`config.mk`:
```
export PLATFORM = sky130hd
export DESIGN_NAME = vm_multi_product
export DESIGN_NICKNAME = d
export VERILOG_FILES = /design/src/rtl/vm_pkg.sv /design/src/rtl/vm_change_disp.sv /design/src/rtl/vm_multi_product.sv
export SDC_FILE = /design/constraint.sdc
export NUM_CORES = 1
export LEC_CHECK = 0
export BUFFER_PORTS_ARGS = -buffer_cell sky130_fd_sc_hd__buf_2
export CAP_MARGIN = 20
export CORE_ASPECT_RATIO = 0.75
export CORE_MARGIN = 5
export CORE_UTILIZATION = 60
export DETAILED_ROUTE_END_ITERATION = 8
export PLACE_DENSITY = 0.9
export REMOVE_ABC_BUFFERS = 1
export SETUP_SLACK_MARGIN = 0.1
export SYNTH_ARGS = -nofsm -noshare
export SYNTH_HDL_FRONTEND = slang
export SYNTH_SLANG_ARGS = --single-unit
```
`constraint.sdc`:
```
create_clock -name clock -period 3.6 [get_ports clock]
set_input_delay 0.54 -clock clock [delete_from_list [all_inputs] [get_ports clock]]
set_output_delay 0.54 -clock clock [all_outputs]
set_load 0.02 [all_outputs]
```
`src/rtl/vm_pkg.sv`:
```
// Shared encodings for the vending-machine controller: FSM states, coin-acceptor
// codes, coin values and change-dispenser codes.
package vm_pkg;
  typedef enum logic [1:0] {
    ST_IDLE   = 2'b00,
    ST_CREDIT = 2'b01,
    ST_VEND   = 2'b10,
    ST_CHANGE = 2'b11
  } state_t;

  localparam logic [1:0] CASH_NONE = 2'b00;
  localparam logic [1:0] CASH_5    = 2'b01;
  localparam logic [1:0] CASH_10   = 2'b10;
  localparam logic [1:0] CASH_20   = 2'b11;

  localparam logic [1:0] CHG_NONE  = 2'b00;
  localparam logic [1:0] CHG_5     = 2'b01;
  localparam logic [1:0] CHG_10    = 2'b10;

  localparam int VAL_5  = 5;
  localparam int VAL_10 = 10;
  localparam int VAL_20 = 20;

  function automatic int cash_value(input logic [1:0] code);
    case (code)
      CASH_5:  return VAL_5;
      CASH_10: return VAL_10;
      CASH_20: return VAL_20;
      default: return 0;
    endcase
  endfunction

  function automatic int chg_value(input logic [1:0] code);
    case (code)
      CHG_5:   return VAL_5;
      CHG_10:  return VAL_10;
      default: return 0;
    endcase
  endfunction
endpackage

```
`src/rtl/vm_change_disp.sv`:
```
// Change dispenser handshake: offers one coin at a time (10tk while credit >= 10,
// else 5tk) and reports the credit left after each accepted coin.
module vm_change_disp
  import vm_pkg::*;
#(
  parameter int CREDIT_W = 7
) (
  input  logic                clock,
  input  logic                reset,
  input  logic                i_load,
  input  logic [CREDIT_W-1:0] i_load_credit,
  input  logic [CREDIT_W-1:0] i_credit,
  input  logic                i_ack,
  output logic                o_valid,
  output logic [1:0]          o_coin,
  output logic                o_take,
  output logic [CREDIT_W-1:0] o_credit_nxt,
  output logic                o_done
);
  logic       r_valid;
  logic [1:0] r_coin;

  function automatic logic [1:0] pick(input logic [CREDIT_W-1:0] c);
    return (c >= CREDIT_W'(VAL_10)) ? CHG_10 : CHG_5;
  endfunction

  // Credit is always a multiple of 5, so the subtraction cannot underflow.
  assign o_take       = r_valid && i_ack;
  assign o_credit_nxt = i_credit - CREDIT_W'(chg_value(r_coin));
  assign o_done       = o_take && (o_credit_nxt == '0);
  assign o_valid      = r_valid;
  assign o_coin       = r_coin;

  always_ff @(posedge clock or negedge reset) begin
    if (!reset) begin
      r_valid <= 1'b0;
      r_coin  <= CHG_NONE;
    end else if (i_load) begin
      r_valid <= (i_load_credit != '0);
      r_coin  <= (i_load_credit != '0) ? pick(i_load_credit) : CHG_NONE;
    end else if (o_take) begin
      if (o_done) begin
        r_valid <= 1'b0;
        r_coin  <= CHG_NONE;
      end else begin
        r_coin  <= pick(o_credit_nxt);
      end
    end
  end
endmodule

```
`src/rtl/vm_multi_product.sv`:
```
// Multi-product vending controller: credit accumulation, selection/vend, cancel and
// inactivity refund through the change dispenser. All outputs are registered.
module vm_multi_product
  import vm_pkg::*;
#(
  parameter int                            NUM_PROD   = 4,
  parameter int                            SEL_W      = 2,
  parameter int                            CREDIT_W   = 7,
  parameter int                            MAX_CREDIT = 60,
  parameter logic [NUM_PROD*CREDIT_W-1:0]  PRICE_LIST = {7'd20, 7'd15, 7'd10, 7'd5},
  parameter int                            TIMEOUT    = 255
) (
  input  logic                clock,
  input  logic                reset,
  input  logic                coin_valid,
  input  logic [1:0]          cash_in,
  input  logic                sel_valid,
  input  logic [SEL_W-1:0]    sel,
  input  logic                cancel,
  input  logic                change_ack,
  output logic                purchase,
  output logic [SEL_W-1:0]    product,
  output logic                sel_deny,
  output logic                coin_reject,
  output logic                change_valid,
  output logic [1:0]          change_coin,
  output logic [CREDIT_W-1:0] credit,
  output logic [1:0]          present_state
);
  localparam int TIMER_W = $clog2(TIMEOUT + 1);

  state_t              r_state;
  logic [CREDIT_W-1:0] r_credit;
  logic [TIMER_W-1:0]  r_timer;
  logic                r_purchase, r_sel_deny, r_coin_reject;
  logic [SEL_W-1:0]    r_product;

  logic [CREDIT_W:0]   w_sum;
  logic [CREDIT_W-1:0] w_price, w_credit_nxt;
  logic w_idle_cr, w_cancel_go, w_sel_ok, w_vend_go, w_coin_go, w_tmo, w_load;
  logic w_take, w_done;

  always_comb begin
    w_price = '0;
    for (int i = 0; i < NUM_PROD; i++)
      if (sel == SEL_W'(i)) w_price = PRICE_LIST[i*CREDIT_W +: CREDIT_W];
  end

  // One extra bit so an over-ceiling sum is caught instead of wrapping.
  assign w_sum       = {1'b0, r_credit} + (CREDIT_W+1)'(cash_value(cash_in));
  assign w_idle_cr   = (r_state == ST_IDLE) || (r_state == ST_CREDIT);
  assign w_cancel_go = w_idle_cr && cancel && (r_credit != '0);
  assign w_sel_ok    = ({1'b0, sel} < (SEL_W+1)'(NUM_PROD)) && (r_credit >= w_price);
  assign w_vend_go   = w_idle_cr && !w_cancel_go && sel_valid && w_sel_ok;
  assign w_coin_go   = w_idle_cr && !w_cancel_go && !sel_valid && coin_valid &&
                       (cash_in != CASH_NONE) && (w_sum <= (CREDIT_W+1)'(MAX_CREDIT));
  assign w_tmo       = (r_state == ST_CREDIT) && !w_cancel_go && !w_vend_go && !w_coin_go &&
                       (r_timer == TIMER_W'(TIMEOUT));
  assign w_load      = w_cancel_go || w_tmo || ((r_state == ST_VEND) && (r_credit != '0));

  vm_change_disp #(.CREDIT_W(CREDIT_W)) u_disp (
    .clock         (clock),
    .reset         (reset),
    .i_load        (w_load),
    .i_load_credit (r_credit),
    .i_credit      (r_credit),
    .i_ack         (change_ack && (r_state == ST_CHANGE)),
    .o_valid       (change_valid),
    .o_coin        (change_coin),
    .o_take        (w_take),
    .o_credit_nxt  (w_credit_nxt),
    .o_done        (w_done)
  );

  always_ff @(posedge clock or negedge reset) begin
    if (!reset) begin
      r_state       <= ST_IDLE;
      r_credit      <= '0;
      r_timer       <= '0;
      r_purchase    <= 1'b0;
      r_product     <= '0;
      r_sel_deny    <= 1'b0;
      r_coin_reject <= 1'b0;
    end else begin
      r_purchase    <= w_vend_go;
      r_product     <= w_vend_go ? sel : '0;
      r_sel_deny    <= w_idle_cr && !w_cancel_go && sel_valid && !w_sel_ok;
      r_coin_reject <= coin_valid && !w_coin_go;
      case (r_state)
        ST_IDLE, ST_CREDIT: begin
          if (w_cancel_go || w_tmo) begin
            r_state <= ST_CHANGE;
            r_timer <= '0;
          end else if (w_vend_go) begin
            r_state  <= ST_VEND;
            r_credit <= r_credit - w_price;
            r_timer  <= '0;
          end else if (w_coin_go) begin
            r_state  <= ST_CREDIT;
            r_credit <= w_sum[CREDIT_W-1:0];
            r_timer  <= '0;
          end else if ((r_state == ST_CREDIT) && (r_timer != TIMER_W'(TIMEOUT))) begin
            r_timer <= r_timer + 1'b1;
          end
        end
        ST_VEND: r_state <= (r_credit != '0) ? ST_CHANGE : ST_IDLE;
        default: begin
          if (w_take) r_credit <= w_credit_nxt;
          if (w_done) r_state  <= ST_IDLE;
        end
      endcase
    end
  end

  assign purchase      = r_purchase;
  assign product       = r_product;
  assign sel_deny      = r_sel_deny;
  assign coin_reject   = r_coin_reject;
  assign credit        = r_credit;
  assign present_state = r_state;
endmodule

```
==> metrics.md, run 1 <==
| Metric | Value |
|---|---|
| Max Slew Vio Count | `0` |
| TritonCTS clock tree | `built` |
| Yosys warning total | `0` |
| Post-route insts no fill | `365` |
| Final Hold Fails | `0` |
| Vias per inst | `6.56` |
| Outcome | `finished, final reports clean` |
| Die Wd | `84.1 um` |
| Comb power frac | `0.694` |
| Routed Antenna Nets | `0` |
| Post-DP Area | `0.00263 sq mm` |
| Critical path arrival | `3.24 ns` |
| Post-synth EDFFs | `0` |
| Root Buffer | `clkbuf_8` |
| Clock latency reported for the late side of the worst-skew pair | `0.28 ns` |
| Crit start category | `primary input` |
| Crit Path Category | `primary input to flip-flop` |
| Peak Freq | `326 MHz` |
| Period minus WS final | `3.07 ns` |
| Mapped Cells | `288` |
| Most common cell after layout, fill and taps aside | `nor2_1` |
| Int Pwr | `0.00104 W` |
| CTS Hold Buffers Added | `0` |
| Max Cap Viol | `0` |
| Final wirelength | `6.65 mm` |
| P&R area growth vs syn | `8.05%` |
| Clock sinks | `25` |
| Clk pin slew, worst setup/hold paths | `0.09 ns` |
| Final setup TNS | `0 ns` |
| Synth Cell Area | `0.00247 sq mm` |
| RSZ-0062 raised after global routing | `no` |
| Detailed router's first-iteration violation count | `471` |
| # IOs | `27` |
| Initial antenna violation count | `0` |
| Max-slew headroom | `0.586` |
| Most used DFF post-synth | `dfrtp_1` |
| Placed insts | `361` |
| Largest net degree at the start of global routing | `26` |
| Final Setup Violations | `0` |
| Final setup skew | `0.00480 ns` |
| Vias in the first global route | `2156` |
| CP Max Fanout | `15` |
| Average wire per standard cell | `18.2 um` |
| Reg power frac | `0.225` |
| Core Box Area | `0.00403 sq mm` |
| Pwr/cell area | `809 mW/mm^2` |
| Drt drc | `0` |
| Die Span Y | `65.6 um` |
| Initial DRT Pass Iterations | `6` |
| #FFs+latches synth | `25` |
| Final GP Congestion | `0.931` |
| H-tree depth | `1` |
| Starting Density | `0.614` |
| GRT Overall Usage | `0.248` |
| Row count | `20` |
| Post-synthesis area per instance | `8.58 sq um` |
| CTS Buf Count | `3` |
| Leakage power | `1.14 nW` |
| Die Area | `0.00552 sq mm` |
| Most frequent cells in the layout | `28 x nor2_1, 26 x buf_2, 25 x dfrtp_1` |
| Longest Clk Path Bufs | `2` |
| Filler cells | `321` |
| Post-detail-place hpwl | `5.11 mm` |
| Switching Share | `0.518` |
| Layout net count | `339` |
| Port Buffers | `26` |
| Via Count | `2395` |
| Clock Power Share | `0.081` |
| Post_cts resized | `0` |
| Worst vdd ir | `0.000396 V` |
| Synth unique cells | `72` |
| Period utilization | `0.853` |
| Sw power | `0.00112 W` |
| Crit end category | `flip-flop` |
| Worst-Margin Slew | `0.621 ns` |
| HP Class | `primary input to async pin` |
| Req. time, crit path | `3.77 ns` |
| Total grt overflow | `0` |
| First-pass GRT wire length | `11.0 mm` |
| Fin area | `0.00267 sq mm` |
| Register area share after synthesis | `0.253` |
| Post-CTS setup buffers | `0` |
| Post-synthesis async set-or-reset flop share | `1.00` |
| Layout cells sized above 1 | `0.174` |
| N_diodes | `0` |
==> critical path, cell delays in order <==
cell and delay (ns):
buf_2 0.14, and2_1 0.18, ha_1 0.39, nor4bb_1 0.27, o21ai_0 0.15, a221oi_1 0.28, a31oi_2 0.20, o31ai_4 0.46
buf_4 0.27, nor4_1 0.07, a211o_1 0.28
==> cell usage after synthesis, types with 3 or more instances <==
library cell   n  area [sq um]
nand2b_1      10          62.6
nand4_1        5          31.3
xnor2_1        6          52.6
o22ai_1        4          25.0
inv_1         14          52.6
a211oi_1       6          45.0
a211o_1        3          26.3
o31ai_1        4          30.0
o21ai_0       12          60.1
nand3_1        9          45.0
clkbuf_1       3          11.3
nor2b_1        9          56.3
a21o_1         5          37.5
xor2_1         3          26.3
buf_2          4          20.0
nor2_1        28           105
nand2_1       20          75.1
o211ai_1       3          22.5
a21oi_1       12          60.1
nor4_1         3          18.8
dfrtp_1       25           626
buf_4          5          37.5
and3_1         3          18.8
nor3_1         6          30.0
ha_1          16           200
==> state kept, by name (all words and copies together), names as in the netlist <==
| signal | count |
|---|---|
| coin_reject | 1 |
| present_state | 2 |
| purchase | 1 |
| u_disp.o_valid | 1 |
| credit | 7 |
| u_disp.o_coin | 2 |
| product | 2 |
| r_timer | 8 |
| sel_deny | 1 |
==> power groups by stage <==
| stage | registers (W) | clock network [W] | logic (W) |
|---|---|---|---|
| 4_1_cts | 0.000480 | 0.000174 | 0.00147 |
| 2_1_floorplan | 0.000564 | 0 | 0.000982 |
| 5_1_grt | 0.000501 | 0.000185 | 0.00163 |
| 3_5_place_dp | 0.000486 | 0 | 0.00146 |
| 3_3_place_gp | 0.000485 | 0 | 0.00142 |
| 6_report | 0.000486 | 0.000175 | 0.00150 |
==> area by class of cell <==
class / count / area [sq um] / share of cell area
Timing Repair Buffer: 32 / 175 / 0.0656
Clock inverter: 1 / 5.00 / 0.00187
Inverter: 16 / 60.1 / 0.0225
Sequential cell: 25 / 626 / 0.234
Multi-Input combinational cell: 233 / 1700 / 0.635
Clock buffer: 3 / 41.3 / 0.0155
Tap cell: 55 / 68.8 / 0.0258
==> kinds of logic (layout without fill, tap and decap cells) <==
kind of cell / Yosys count / in the layout / share of synthesized area
adders and majority gates: 19 / 19 / 0.102
DFF: 25 / 25 / 0.253
buffers and inverters: 30 / 52 / 0.0612
AOI/OAI and AO/OA: 89 / 89 / 0.282
xor gates and xnor gates: 9 / 9 / 0.0319
muxes: 2 / 2 / 0.00911
and+or+nand+nor: 114 / 114 / 0.261
==> routing by layer <==
metal | track usage | vias up | part of all wire
met1 | 0.373 | 1106 | 0.45
met2 | 0.372 | 145 | 0.43
li1 | - | 1132 | -
met4 | 0.0422 | 0 | 0.012
met5 | 0 | - | 0
met3 | 0.0476 | 12 | 0.11
==> final timing paths <==
kind,from,to,slack (ns),cells past startpoint
worst max-delay path,cash_in[1],r_timer[3],0.53,11
worst min-delay path,reset,r_timer[3],0.24,1
worst max register to register,credit[0],u_disp.o_coin[1],0.54,11
worst min register to register,r_timer[7],r_timer[7],0.52,1
max in group asynchronous,reset,credit[0],2.98,1
min in group clock,sel[1],product[1],0.50,3
==> stage by stage <==
step                      power (W)  hold slack, ns  setup slack (ns)   util
after floorplan             0.00155           0.244             0.331      -
after global placement      0.00190           0.490             0.322  0.652
after detailed placement    0.00194           0.489             0.287  0.652
after CTS                   0.00212           0.272             0.577  0.663
after global routing        0.00231           0.288             0.286  0.663
final                       0.00216           0.244             0.530  0.663
(Power assumes the default switching activity.)
==> run 2: changes to the inputs <==
Settings changed: CORE_UTILIZATION 60 to 59, PLACE_DENSITY 0.9 to not set, PLACE_DENSITY_LB_ADDON set to 0.3, SYNTH_HIERARCHICAL set to 1.
==> metrics.md, run 2 <==
| Metric | Value |
|---|---|
| Synth unique cells | `59` |
| Most used DFF post-synth | `dfrtp_1` |
| Outcome | `finished, final reports clean` |
| Register area share after synthesis | `0.270` |
| Req. time, crit path | `3.76 ns` |
| Routed Antenna Nets | `0` |
| Largest cells by area after synthesis | `dfrtp_1 27%, ha_1 8.6%, nor2_1 4.7%, mux2i_1 3.5%, mux2_2 3.4%` |
| Final Hold Fails | `0` |
| Via Count | `2065` |
| Leakage power | `1.22 nW` |
| Clock Power Share | `0.082` |
| Starting Density | `0.620` |
| RR Startpoint | `credit[0]` |
| Reg2reg end | `u_disp/o_coin[1]` |
| Crit start category | `primary input` |
| # IOs | `27` |
| Row count | `19` |
| Crit end category | `flip-flop` |
| Layout cells sized above 1 | `0.201` |
| R2R setup slack | `0.51 ns` |
| Longest Clk Path Bufs | `2` |
| Max Cap Viol | `0` |
| Die Span Y | `64.2 um` |
| Drt drc | `0` |
| #FFs+latches synth | `25` |
| Vias in the first global route | `2002` |
| Most frequent cells in the layout | `29 x nor2_1, 26 x buf_2, 25 x dfrtp_1` |
| Mapped Cells | `268` |
| H-tree depth | `1` |
| Period utilization | `0.887` |
| Post-detail-place hpwl | `4.28 mm` |
| Worst vdd ir | `0.000532 V` |
| Total grt overflow | `0` |
| Largest register FFs | `8` |
| Pre-CTS setup slack | `0.145 ns` |
| RSZ-0062 raised after global routing | `no` |
| Die Area | `0.00529 sq mm` |
| Top reg by flops | `r_timer` |
| Clock latency reported for the late side of the worst-skew pair | `0.28 ns` |
| Sw power | `0.00107 W` |
| Initial antenna violation count | `0` |
| Final setup skew | `0.0122 ns` |
| CP Max Fanout | `9` |
| Critical path arrival | `3.35 ns` |
| PnR worst setup slack | `0.406 ns` |
| Final Setup Violations | `0` |
| Comb power frac | `0.711` |
| Average wire per standard cell | `15.9 um` |
| Most frequent cells after synthesis | `29 x nor2_1, 25 x dfrtp_1, 17 x inv_1` |
| Worst-Margin Slew | `0.664 ns` |
| P&R area growth vs syn | `12.0%` |
| Clock sinks | `25` |
| Int Pwr | `0.00108 W` |
| Cell taking the most area after synthesis | `dfrtp_1` |
| Post-CTS setup buffers | `0` |
| Die Wd | `82.3 um` |
| Yosys top cell area share | `0.270` |
| Total power | `0.00215 W` |
| Reg2Reg Depth | `12` |
| Clk pin slew, worst setup/hold paths | `0.10 ns` |
| N_diodes | `0` |
| Pwr/cell area | `827 mW/mm^2` |
| Crit Path Category | `primary input to flip-flop` |
| Peak Freq | `313 MHz` |
| Initial DRT Pass Iterations | `4` |
| Synth Cell Area | `0.00231 sq mm` |
| Detailed router's first-iteration violation count | `138` |
| Switching Share | `0.498` |
| Layout net count | `328` |
| Vias per inst | `5.88` |
| Post-synthesis area per instance | `8.64 sq um` |
| Most common cell after layout, fill and taps aside | `nor2_1` |
| TritonCTS clock tree | `built` |
| Port Buffers | `26` |
| Final GP Congestion | `0.924` |
| Reg power frac | `0.207` |
| GRT Overall Usage | `0.228` |
| Largest net degree at the start of global routing | `26` |
| Yosys warning total | `6` |
| First-pass GRT wire length | `9.49 mm` |
| Core Box Area | `0.00373 sq mm` |
| Post_cts resized | `0` |
| HP Class | `primary input to async pin` |
| Post-synthesis async set-or-reset flop share | `1.00` |
| Max Slew Vio Count | `0` |
| Period minus WS final | `3.19 ns` |
| CTS Hold Buffers Added | `0` |
| Count leader, synth | `nor2_1` |
| Max-slew headroom | `0.558` |
| CTS Buf Count | `3` |
| Post-synth EDFFs | `0` |
| Final wirelength | `5.59 mm` |
| Root Buffer | `clkbuf_8` |
| Final setup TNS | `0 ns` |
run 2: cell type report:
cell class                      instances  area, sq um
Clock buffer                            3         41.3
Timing Repair Buffer                   36          205
Clock inverter                          1         5.00
Tap cell                               52         65.1
Fill cell                             301         1140
Inverter                               17         63.8
Sequential cell                        25          626
Multi-Input combinational cell        217         1590
run 2: how the worst max path moves through the flow:
stage | start | endpoint | slack [ns]
floorplan | sel[1] | u_disp/o_coin[0] | 0.16
global placement | sel[0] | u_disp/o_coin[0] | 0.25
detailed placement | sel[0] | u_disp/o_coin[0] | 0.15
CTS | sel[0] | u_disp/o_coin[0] | 0.42
global route | sel[0] | u_disp/o_coin[1] | 0.28
finish | sel[0] | u_disp/o_coin[0] | 0.41
run 2: worst max-delay path, stage by stage:
cell,delay (ns)
buf_2,0.12
ha_1,0.33
ha_1,0.35
a21o_1,0.20
a221o_1,0.38
o41a_2,0.56
nand2b_1,0.21
o22ai_1,0.18
buf_4,0.17
nor2_1,0.06
a31oi_1,0.16
o31ai_1,0.10
run 2: power by group through the flow:
stage | clock (W) | sequential, W | combinational [W]
after floorplan | 0 | 0.000566 | 0.000984
after global placement | 0 | 0.000443 | 0.00147
after detailed placement | 0 | 0.000446 | 0.00150
after CTS | 0.000176 | 0.000442 | 0.00152
after global routing | 0.000187 | 0.000456 | 0.00169
final | 0.000176 | 0.000443 | 0.00153
run 2: metal layers:
layer,routed length [um],GRT usage,vias to the layer above
met4,57,0.0560,0
met3,392,0.0393,7
met2,2510,0.354,59
met1,2630,0.328,959
met5,0,0,-
li1,-,-,1040
run 2: cells by family (layout without fill, tap and decap cells):
logic type      count (synthesis)  after routing  synth area share
mux                            15             15            0.0687
buf+inv                        26             57            0.0443
simple gates                  106            106             0.259
xor+xnor                       12             12            0.0454
fa+ha+maj                      18             18             0.104
flops                          25             25             0.270
compound gates                 66             66             0.209
run 2: metrics by stage:
step                      std cells  instance area (sq um)  hold WS [ns]  utilization
after floorplan                 259                   2280         0.244            -
after global routing            351                   2590         0.315        0.695
after global placement          347                   2550         0.537        0.682
after detailed placement        347                   2550         0.548        0.682
final                           351                   2590         0.247        0.695
after CTS                       351                   2590         0.257        0.695
